File: src/rtl/arrow_scheduler_if.sv
// -----------------------------------------------------------------------------
// arrow_scheduler_if
//
// Bus bundle between the arrow scheduler, the chart ROM and the input judge.
//
//   chart_addr_out  scheduler -> ROM    chart ROM address
//   chart_data_in   ROM -> scheduler    chart entry, registered inside the ROM
//   hit_in          judge -> scheduler  one-cycle hit strobe
//   hit_dir_in      judge -> scheduler  direction of the hit
//
// The scheduler connects through the master modport. The ROM / judge side
// (or a testbench standing in for them) uses the slave modport.
// -----------------------------------------------------------------------------
interface arrow_scheduler_if #(
    parameter int ADDR_W = 8
);
    logic [ADDR_W-1:0] chart_addr_out;
    logic [15:0]       chart_data_in;
    logic              hit_in;
    logic [1:0]        hit_dir_in;

    modport master (
        output chart_addr_out,
        input  chart_data_in,
        input  hit_in,
        input  hit_dir_in
    );

    modport slave (
        input  chart_addr_out,
        output chart_data_in,
        output hit_in,
        output hit_dir_in
    );
endinterface

File: src/rtl/arrow_scheduler.sv
// -----------------------------------------------------------------------------
// arrow_scheduler
//
// Plays a note chart into a fixed pool of arrow sprite slots. Chart entries
// are read from a synchronous ROM, each entry waits its frame delta, then takes
// the lowest free slot. Slots age once per frame and are retired either by a
// matching hit from the input judge or by expiry after LIFETIME frames.
//
// Ports:
//   clk                 system / pixel clock
//   rst_in              synchronous active-high reset
//   hcount_in/vcount_in current pixel position, used to derive one tick per frame
//   start_in            one-cycle pulse, starts playback at chart address 0
//   bus                 chart ROM address/data and hit strobe (master modport)
//   slot_valid_out      per-slot valid, one bit per slot
//   slot_dir_out        per-slot direction, slot i at [2i+1:2i]
//   slot_speed_out      per-slot speed, slot i at [3i+2:3i]
//   slot_inv_out        per-slot inversed flag
//   busy_out            high while the chart is being played
//   done_out            high after the end of the chart until the next start
//   hit_pulse_out       one-cycle pulse, a slot was retired by a hit
//   miss_pulse_out      one-cycle pulse, at least one slot expired
//   overflow_pulse_out  one-cycle pulse, a note was dropped (no free slot)
//
// Chart entry fields: [15:8] frame delta, [7:6] direction, [5:3] speed,
// [2] inversed, [1] end marker, [0] reserved.
// -----------------------------------------------------------------------------
module arrow_scheduler #(
    parameter int NUM_SLOTS = 4,
    parameter int ADDR_W    = 8,
    parameter int LIFETIME  = 180,
    parameter int HIT_LO    = 150,
    parameter int HIT_HI    = 175
) (
    input  logic                   clk,
    input  logic                   rst_in,
    input  logic [10:0]            hcount_in,
    input  logic [9:0]             vcount_in,
    input  logic                   start_in,
    arrow_scheduler_if.master      bus,
    output logic [NUM_SLOTS-1:0]   slot_valid_out,
    output logic [2*NUM_SLOTS-1:0] slot_dir_out,
    output logic [3*NUM_SLOTS-1:0] slot_speed_out,
    output logic [NUM_SLOTS-1:0]   slot_inv_out,
    output logic                   busy_out,
    output logic                   done_out,
    output logic                   hit_pulse_out,
    output logic                   miss_pulse_out,
    output logic                   overflow_pulse_out
);

    localparam int IDX_W = (NUM_SLOTS > 1) ? $clog2(NUM_SLOTS) : 1;

    // Ages are 8-bit; bring the integer thresholds to the same width once.
    localparam logic [7:0] AGE_LAST = 8'(LIFETIME - 1);
    localparam logic [7:0] AGE_LO   = 8'(HIT_LO);
    localparam logic [7:0] AGE_HI   = 8'(HIT_HI);

    localparam logic [2:0] S_IDLE  = 3'd0;
    localparam logic [2:0] S_FETCH = 3'd1;
    localparam logic [2:0] S_HOLD  = 3'd2;
    localparam logic [2:0] S_SPAWN = 3'd3;
    localparam logic [2:0] S_DONE  = 3'd4;

    // -------------------------------------------------------------------------
    // Playback state
    // -------------------------------------------------------------------------
    logic [2:0]        state;
    logic [ADDR_W-1:0] chart_addr;
    logic              fetch_wait;   // set in the first FETCH cycle
    logic [7:0]        delta_cnt;
    logic [1:0]        note_dir;
    logic [2:0]        note_speed;
    logic              note_inv;

    // -------------------------------------------------------------------------
    // Slot register file
    // -------------------------------------------------------------------------
    logic [NUM_SLOTS-1:0] slot_valid;
    logic [1:0]           slot_dir   [NUM_SLOTS];
    logic [2:0]           slot_speed [NUM_SLOTS];
    logic                 slot_inv   [NUM_SLOTS];
    logic [7:0]           slot_age   [NUM_SLOTS];

    // -------------------------------------------------------------------------
    // Frame tick: rising edge of the (0,0) pixel position. Comparing against
    // the registered copy makes a multi-cycle (0,0) dwell count only once.
    // -------------------------------------------------------------------------
    logic at_origin;
    logic at_origin_q;
    logic frame_tick;

    assign at_origin  = (hcount_in == 11'd0) && (vcount_in == 10'd0);
    assign frame_tick = at_origin && !at_origin_q;

    always_ff @(posedge clk) begin
        // NOTE: clocked state is always written with <= so every flop in the
        // design samples pre-edge values, independent of block ordering.
        if (rst_in) begin
            at_origin_q <= 1'b0;
        end else begin
            at_origin_q <= at_origin;
        end
    end

    // -------------------------------------------------------------------------
    // Hit selection: oldest matching slot inside the age window, ties to the
    // lowest index (strict '>' keeps the earlier winner on equal ages).
    // -------------------------------------------------------------------------
    logic             hit_found;
    logic [IDX_W-1:0] hit_idx;
    logic [7:0]       hit_best_age;
    logic [NUM_SLOTS-1:0] hit_mask;

    always_comb begin
        // NOTE: every variable gets a default before the loop so no path
        // leaves it unassigned, which would otherwise infer a latch.
        hit_found    = 1'b0;
        hit_idx      = '0;
        hit_best_age = '0;
        for (int i = 0; i < NUM_SLOTS; i++) begin
            if (bus.hit_in && slot_valid[i] && (slot_dir[i] == bus.hit_dir_in) &&
                (slot_age[i] >= AGE_LO) && (slot_age[i] <= AGE_HI)) begin
                if (!hit_found || (slot_age[i] > hit_best_age)) begin
                    hit_found    = 1'b1;
                    hit_idx      = IDX_W'(i);
                    hit_best_age = slot_age[i];
                end
            end
        end
    end

    always_comb begin
        hit_mask = '0;
        for (int i = 0; i < NUM_SLOTS; i++) begin
            hit_mask[i] = hit_found && (hit_idx == IDX_W'(i));
        end
    end

    // -------------------------------------------------------------------------
    // Expiry: a live slot at its last age when a frame ends. A slot that is
    // also being hit this cycle counts as a hit only.
    // -------------------------------------------------------------------------
    logic [NUM_SLOTS-1:0] expire_mask;

    always_comb begin
        expire_mask = '0;
        for (int i = 0; i < NUM_SLOTS; i++) begin
            expire_mask[i] = frame_tick && slot_valid[i] && (slot_age[i] == AGE_LAST)
                             && !hit_mask[i];
        end
    end

    // -------------------------------------------------------------------------
    // Allocation: lowest-index slot whose valid is low right now. A slot being
    // retired this cycle still has valid high, so it is never reused in the
    // same cycle and the renderer always sees valid low for at least a cycle.
    // -------------------------------------------------------------------------
    logic             alloc_found;
    logic [IDX_W-1:0] alloc_idx;

    always_comb begin
        alloc_found = 1'b0;
        alloc_idx   = '0;
        for (int i = NUM_SLOTS - 1; i >= 0; i--) begin
            if (!slot_valid[i]) begin
                alloc_found = 1'b1;
                alloc_idx   = IDX_W'(i);
            end
        end
    end

    logic spawn_now;
    assign spawn_now = (state == S_SPAWN);

    // -------------------------------------------------------------------------
    // Playback FSM
    // -------------------------------------------------------------------------
    always_ff @(posedge clk) begin
        if (rst_in) begin
            state      <= S_IDLE;
            chart_addr <= '0;
            fetch_wait <= 1'b0;
            delta_cnt  <= '0;
            note_dir   <= '0;
            note_speed <= '0;
            note_inv   <= 1'b0;
            done_out   <= 1'b0;
        end else begin
            case (state)
                S_IDLE, S_DONE: begin
                    if (start_in) begin
                        chart_addr <= '0;
                        fetch_wait <= 1'b0;
                        done_out   <= 1'b0;
                        state      <= S_FETCH;
                    end
                end

                // The ROM registers the address once, so the entry for a new
                // address is stable in the second FETCH cycle.
                S_FETCH: begin
                    if (!fetch_wait) begin
                        fetch_wait <= 1'b1;
                    end else begin
                        fetch_wait <= 1'b0;
                        if (bus.chart_data_in[1]) begin
                            done_out <= 1'b1;
                            state    <= S_DONE;
                        end else begin
                            delta_cnt  <= bus.chart_data_in[15:8];
                            note_dir   <= bus.chart_data_in[7:6];
                            note_speed <= bus.chart_data_in[5:3];
                            note_inv   <= bus.chart_data_in[2];
                            state      <= S_HOLD;
                        end
                    end
                end

                S_HOLD: begin
                    if (delta_cnt == 8'd0) begin
                        state <= S_SPAWN;
                    end else if (frame_tick) begin
                        delta_cnt <= delta_cnt - 8'd1;
                    end
                end

                // The slot write itself happens in the slot block below.
                S_SPAWN: begin
                    if (chart_addr == {ADDR_W{1'b1}}) begin
                        done_out <= 1'b1;
                        state    <= S_DONE;
                    end else begin
                        chart_addr <= chart_addr + ADDR_W'(1);
                        state      <= S_FETCH;
                    end
                end

                default: begin
                    state <= S_IDLE;
                end
            endcase
        end
    end

    assign bus.chart_addr_out = chart_addr;
    assign busy_out = (state == S_FETCH) || (state == S_HOLD) || (state == S_SPAWN);

    // -------------------------------------------------------------------------
    // Slot update and event pulses
    // -------------------------------------------------------------------------
    always_ff @(posedge clk) begin
        if (rst_in) begin
            // NOTE: the slot file is a handful of flops, not a RAM, so it takes
            // the reset; a mid-playback reset must blank every arrow at once.
            for (int i = 0; i < NUM_SLOTS; i++) begin
                slot_valid[i] <= 1'b0;
                slot_dir[i]   <= '0;
                slot_speed[i] <= '0;
                slot_inv[i]   <= 1'b0;
                slot_age[i]   <= '0;
            end
            hit_pulse_out      <= 1'b0;
            miss_pulse_out     <= 1'b0;
            overflow_pulse_out <= 1'b0;
        end else begin
            hit_pulse_out      <= hit_found;
            miss_pulse_out     <= |expire_mask;
            overflow_pulse_out <= spawn_now && !alloc_found;

            for (int i = 0; i < NUM_SLOTS; i++) begin
                if (hit_mask[i] || expire_mask[i]) begin
                    slot_valid[i] <= 1'b0;
                    slot_dir[i]   <= '0;
                    slot_speed[i] <= '0;
                    slot_inv[i]   <= 1'b0;
                    slot_age[i]   <= '0;
                end else if (spawn_now && alloc_found && (alloc_idx == IDX_W'(i))) begin
                    slot_valid[i] <= 1'b1;
                    slot_dir[i]   <= note_dir;
                    slot_speed[i] <= note_speed;
                    slot_inv[i]   <= note_inv;
                    slot_age[i]   <= '0;
                end else if (frame_tick && slot_valid[i]) begin
                    slot_age[i] <= slot_age[i] + 8'd1;
                end
            end
        end
    end

    // -------------------------------------------------------------------------
    // Flatten the slot file onto the renderer bus
    // -------------------------------------------------------------------------
    always_comb begin
        slot_valid_out = slot_valid;
        slot_dir_out   = '0;
        slot_speed_out = '0;
        slot_inv_out   = '0;
        for (int i = 0; i < NUM_SLOTS; i++) begin
            slot_dir_out[2*i +: 2]   = slot_dir[i];
            slot_speed_out[3*i +: 3] = slot_speed[i];
            slot_inv_out[i]          = slot_inv[i];
        end
    end

endmodule

File: src/flat_wrapper.sv
// flat-port wrapper written by rule: the top's interface ports become plain ports
module arrow_scheduler_flat 
#(
    parameter int NUM_SLOTS = 4,
    parameter int ADDR_W    = 8,
    parameter int LIFETIME  = 180,
    parameter int HIT_LO    = 150,
    parameter int HIT_HI    = 175
)
  (clk, rst_in, hcount_in, vcount_in, start_in, slot_valid_out, slot_dir_out, slot_speed_out, slot_inv_out, busy_out, done_out, hit_pulse_out, miss_pulse_out, overflow_pulse_out, bus_chart_addr_out, bus_chart_data_in, bus_hit_in, bus_hit_dir_in);
  arrow_scheduler_if #(.ADDR_W(ADDR_W)) bus_i ();
  input  logic clk;
  input  logic rst_in;
  input  logic [10:0] hcount_in;
  input  logic [9:0] vcount_in;
  input  logic start_in;
  output logic [NUM_SLOTS-1:0] slot_valid_out;
  output logic [2*NUM_SLOTS-1:0] slot_dir_out;
  output logic [3*NUM_SLOTS-1:0] slot_speed_out;
  output logic [NUM_SLOTS-1:0] slot_inv_out;
  output logic busy_out;
  output logic done_out;
  output logic hit_pulse_out;
  output logic miss_pulse_out;
  output logic overflow_pulse_out;
  output wire logic [$bits(bus_i.chart_addr_out)-1:0] bus_chart_addr_out;
  input wire logic [$bits(bus_i.chart_data_in)-1:0] bus_chart_data_in;
  input wire logic [$bits(bus_i.hit_in)-1:0] bus_hit_in;
  input wire logic [$bits(bus_i.hit_dir_in)-1:0] bus_hit_dir_in;
  assign bus_chart_addr_out = bus_i.chart_addr_out;
  assign bus_i.chart_data_in = bus_chart_data_in;
  assign bus_i.hit_in = bus_hit_in;
  assign bus_i.hit_dir_in = bus_hit_dir_in;
  arrow_scheduler #(.NUM_SLOTS(NUM_SLOTS), .ADDR_W(ADDR_W), .LIFETIME(LIFETIME), .HIT_LO(HIT_LO), .HIT_HI(HIT_HI)) u_core (.clk(clk), .rst_in(rst_in), .hcount_in(hcount_in), .vcount_in(vcount_in), .start_in(start_in), .bus(bus_i), .slot_valid_out(slot_valid_out), .slot_dir_out(slot_dir_out), .slot_speed_out(slot_speed_out), .slot_inv_out(slot_inv_out), .busy_out(busy_out), .done_out(done_out), .hit_pulse_out(hit_pulse_out), .miss_pulse_out(miss_pulse_out), .overflow_pulse_out(overflow_pulse_out));
endmodule
File: config.mk
export PLATFORM = sky130hd
export DESIGN_NAME = arrow_scheduler_flat
export DESIGN_NICKNAME = d
export VERILOG_FILES = /design/src/rtl/arrow_scheduler_if.sv /design/src/rtl/arrow_scheduler.sv /design/src/flat_wrapper.sv
export SDC_FILE = /design/constraint.sdc
export NUM_CORES = 1
export LEC_CHECK = 0
export ABC_AREA = 1
export CORE_MARGIN = 2
export CORE_UTILIZATION = 40
export CTS_CLUSTER_SIZE = 14
export DETAILED_ROUTE_END_ITERATION = 16
export DONT_BUFFER_PORTS = 1
export GPL_TIMING_DRIVEN = 1
export PLACE_DENSITY_LB_ADDON = 0.2
export SYNTH_ARGS = -nofsm -noshare
export SYNTH_HDL_FRONTEND = slang
export SYNTH_SLANG_ARGS = --single-unit
File: constraint.sdc
create_clock -name clk -period 8 [get_ports clk]
set_clock_uncertainty 0.1 [all_clocks]
set_input_delay 2 -clock clk [delete_from_list [all_inputs] [get_ports clk]]
set_output_delay 2 -clock clk [all_outputs]
set_load 0.1 [all_outputs]
Yosys cells after proc, flatten, opt, wreduce, memory -nomap -nowiden
Memories as Yosys holds them, arrays and structs flattened.
Cells that the tools add are included.
Operators by class
  $add $sub $neg: 6
  $lt $le $gt $ge: 11
  equality and inequality tests: 28
  mux-type cells: 133
  bitwise logic cells: 37
  reductions and logical operators: 80
Operator list (count)
  $mux W8: 23
  $mux W1: 75
  $add A8 B1 Y8 const B: 5
  $eq A8 B8 Y1 const B: 5
  $logic_and A1 B1 Y1: 40
  $mux W3: 13
  $or A1 B1 Y1: 36
  $mux W2: 17
  $ge A8 B8 Y1 const B: 4
  $le A8 B8 Y1 const B: 4
  $pmux W8 S2: 2
  $gt A8 B8 Y1: 3
  $ne A2 B2 Y1 const B: 6
  $pmux W3 S4: 1
  $logic_not A11 Y1: 1
  $logic_not A10 Y1: 1
  $reduce_and A5 Y1: 2
  $reduce_or A2 Y1: 5
  $logic_not A1 Y1: 9
  $logic_or A1 B1 Y1: 9
  $reduce_and A3 Y1: 3
  $eq A2 B2 Y1: 4
  $eq A2 B2 Y1 const B: 4
  $logic_not A8 Y1: 1
  15 further kinds: 22
Storage, ports and cells
  register bits after elaboration: 35
  RAM bits: 56
  memories kept: 4
Memories
  u_core.slot_age: words 4, bits a word 8, read ports 4, clocked after Yosys merged registers in 0, write ports 4, RTL line arrow_scheduler.sv:83  | logic [7:0] slot_age [NUM_SLOTS];
  u_core.slot_speed: words 4, bits a word 3, read ports 4, clocked after Yosys merged registers in 0, write ports 4, RTL line arrow_scheduler.sv:81  | logic [2:0] slot_speed [NUM_SLOTS];
  u_core.slot_dir: words 4, bits a word 2, read ports 4, clocked after Yosys merged registers in 0, write ports 4, RTL line arrow_scheduler.sv:80  | logic [1:0] slot_dir [NUM_SLOTS];
  u_core.slot_inv: words 4, bits a word 1, read ports 4, clocked after Yosys merged registers in 0, write ports 4, RTL line arrow_scheduler.sv:82  | logic slot_inv [NUM_SLOTS];

Longest topological paths before layout
An unclocked memory read counts as a cell.
  depth after elaboration: 29
  depth in mapped cells: 47
  depth with buffers taken out: 46

Least setup slack after synthesis
Ideal clock, no wire load.
  path type: input port to flip-flop
  from: input port bus_hit_dir_in[1]
  to: memory u_core.slot_age[2][0], enable pin
  setup time: 0.327 ns
  arrival time: 6.137 ns
  data required time: 7.573 ns
  slack: 1.435 ns
  stages on the path: 42
  cell sequence: inv_2 > nand2_1 > nand2_1 > nor2_2 > nand3_4 > nor2_1 > inv_1 > ha_1 > nand2_1 > inv_1 > nand2_1 > nand2_1 > nand2_1 > nand2_1 > nand2_1 > nand2_1 > nand2_2 > buf_6 > [... 6 more ...] > nand2_1 > nand2_1 > a21oi_4 > inv_2 > nand2_1 > o21ai_0 > ha_1 > inv_1 > o21bai_1 > nand2_1 > nand2_1 > nand2_1 > nand2_1 > nand2_1 > o21ai_1 > inv_2 > a21oi_1 > nand3b_1
RTL lines
  from (decl): RTL line flat_wrapper.sv:29  | input wire logic [$bits(bus_i.hit_dir_in)-1:0] bus_hit_dir_in;
  to (decl): RTL line arrow_scheduler.sv:83

==> flow_summary.toml <==
[setup_path]
startpoint_type = "input port"
crit_type = "in2reg"
path_common_cell = "nand2_1"
worst_ep_arrival_time_ns = 7.18
worstPathMaxFanout = 12
cp.required_ns = 7.87
crit_path_end_kind = "register"
critPathMaxStageDelay_ns = 0.38
critical_path.slowest_cell = "nand3b_1"

[power]
ir_worst_vdd_mv = 0.109
power.combinational.fraction_pct = 11.2
internal_power_mw = 0.765
netSwitchingFraction_pct = 30.3
leakage_nw = 2.46
finalPower_mw = 1.10
seq_power_share_pct = 52.9
pwr-share-clk_pct = 35.9
p_switching_mw = 0.332
powerDensity_nw_per_um2 = 181

[sta]
relSlewSlack_pct = 26.2
setup_tns_ns = 0
period_needed_ns = 7.31
setup_violations = 0
rsz0062_at_grt = "false"
slew_viol_final = 0
post-route-period-util_pct = 91.3
fmax_ghz = 0.137
hold_viol_final = 0
tightest_slew_ns = 1.11

[die]
dieWidth_um = 122
core_area_um2 = 13800
initial_utilization_pct = 40.5
die_h_um = 122
rows = 43
dieArea_um2 = 14900
ios = 84

[placement]
place.gp.congestion = 0.908
hpwl_mm = 10.2
port_buffers = 0

[cts]
cts.repair.resized = 0
cts_root_buffer = "clkbuf_16"
clk_latency_ns = 0.34
cts_tree = "built"
holdBufCountCts = 0
postCtsSetupBuffers = 0
clk_path_buf_depth = 2
cts.sinks = 91
path_clk_slew_ns = 0.07
htree_levels = 3
cts-buffers-inserted = 9

[detailed_routing]
drc = 0
wl_mm = 12.7
num_vias = 4533
wl_per_cell_um = 14.0
antenna_left = 0
via_per_inst = 5.01
drtPass1Iterations = 4
first_iter_violations = 236

[synthesis]
syn-cell-area_um2 = 5580
ys_types = 45
synth_cells = 710
async_reset_ff_share_pct = 0
synth.most_common_cell = "nand2_1"
synthTopCellsByCount = "nand2_1 (146), nor2_1 (113), inv_1 (97), edfxtp_1 (56), a21oi_1 (40)"
synth-edff-count = 56
ys_ff_latch = 91
yosys_warnings = 0
synth.top_cell.area_share_pct = 30.1
synth_area_leaders = "edfxtp_1 (30%), dfxtp_1 (13%), nand2_1 (9.8%)"
syn_area_per_cell_um2 = 7.86
synth_area_leader_cell = "edfxtp_1"
yosysSeqAreaShare_pct = 42.7
synth-main-ff-cell = "edfxtp_1"

[global_route]
antenna_found_initial = 0
grt_pass1_wl_mm = 20.8
grt_max_degree = 26
grt_pass1_vias = 4366
grt_remaining_overflow = 0
grt_util_all_layers_pct = 17.8

[finish]
num_antenna_cells = 0
drive_gt1_share_pct = 7.60
final_util_pct = 44.1
nets = 797
syn2layout_area_growth_pct = 8.83
regArea_um2 = 2380
multi_input_area_um2 = 2760
fillCellCount = 1419

[outcome]
outcome = "completed"

[job]
cap_violations = 0

[min_path]
hold_path_class = "reg2reg"
power groups by stage:
stage	registers, mW	logic (mW)	clock network [mW]
floorplan	0.586	0.102	0
global placement	0.590	0.119	0
detailed placement	0.591	0.122	0
CTS	0.581	0.123	0.403
global route	0.583	0.140	0.423
finish	0.580	0.122	0.394
sequential cells by signal (all words and copies together) (netlist names):
register and cells:
u_core.fetch_wait 1, u_core.slot_dir 8, u_core.delta_cnt 8, u_core.bus.chart_addr_out 8, u_core.slot_speed 12, u_core.done_out 1, u_core.slot_valid_out 4, u_core.at_origin_q 1
u_core.miss_pulse_out 1, u_core.hit_pulse_out 1, u_core.overflow_pulse_out 1, u_core.note_speed 3, u_core.note_dir 2, u_core.slot_age 32, u_core.state 3, u_core.note_inv 1
u_core.slot_inv 4
worst paths after layout:
kind,startpoint,to,slack [ns],depth (start not counted)
worst max-delay path,bus_hit_dir_in[1],u_core.slot_age[2][0],0.69,41
worst min-delay path,u_core.delta_cnt[7],u_core.delta_cnt[7],0.40,2
worst max register to register,u_core.slot_dir[0][1],u_core.slot_age[2][0],1.23,41
worst min register to register,u_core.delta_cnt[7],u_core.delta_cnt[7],0.40,2
worst max-delay path: cells and delay by family:
family,cells,cell delay [ns]
and+or+nand+nor,26,2.53
adders and majority gates,3,0.93
AOI/OAI and AO/OA,6,1.21
buffers and inverters,6,0.49
kinds of logic after synthesis:
kind of cell | share of synthesized area, %
simple gates | 27.9
compound gates | 9.55
flops | 42.7
xor+xnor | 3.92
fa+ha+maj | 7.84
buf+inv | 8.00
other cells | 0.0672
through the flow:
step | setup slack (ns) | hold slack (ns) | area, µm² | std cells
finish | 0.693 | 0.400 | 6080 | 904
CTS | 0.675 | 0.404 | 6080 | 904
detailed placement | 0.332 | 0.392 | 5810 | 888
global placement | 0.441 | 0.377 | 5810 | 888
global route | 0.103 | 0.431 | 6080 | 904
floorplan | 1.44 | 0.370 | 5590 | 712
cells in the final DEF, fill, tap and decap left out, types with 6 or more instances in the layout:
master     count
a21oi_1       40
a31oi_1        6
clkbuf_16      9
dfxtp_1       35
edfxtp_1      56
ha_1          35
inv_1         97
inv_2          9
nand2_1      146
nand3_1       35
nand4_1        7
nor2_1       112
nor3_1        12
o21ai_0       35
xnor2_1        8
xor2_1        17
final cells by class:
class	instances	area share, %
timing repair buffer	4	0.494
inverter	107	6.65
multi-input combinational	506	45.5
sequential	91	39.2
clock inverter	5	0.618
tap	180	3.71
clock buffer	11	3.83
layer usage:
metal	track usage (%)	part of all wire, %	vias to the layer above
met5	0	0	-
met4	6.39	1.3	0
met3	4.68	4.9	12
met2	30.3	50	77
met1	21.7	44	2111
li1	-	-	2333
Note: power is estimated with default switching activity, not from simulation.
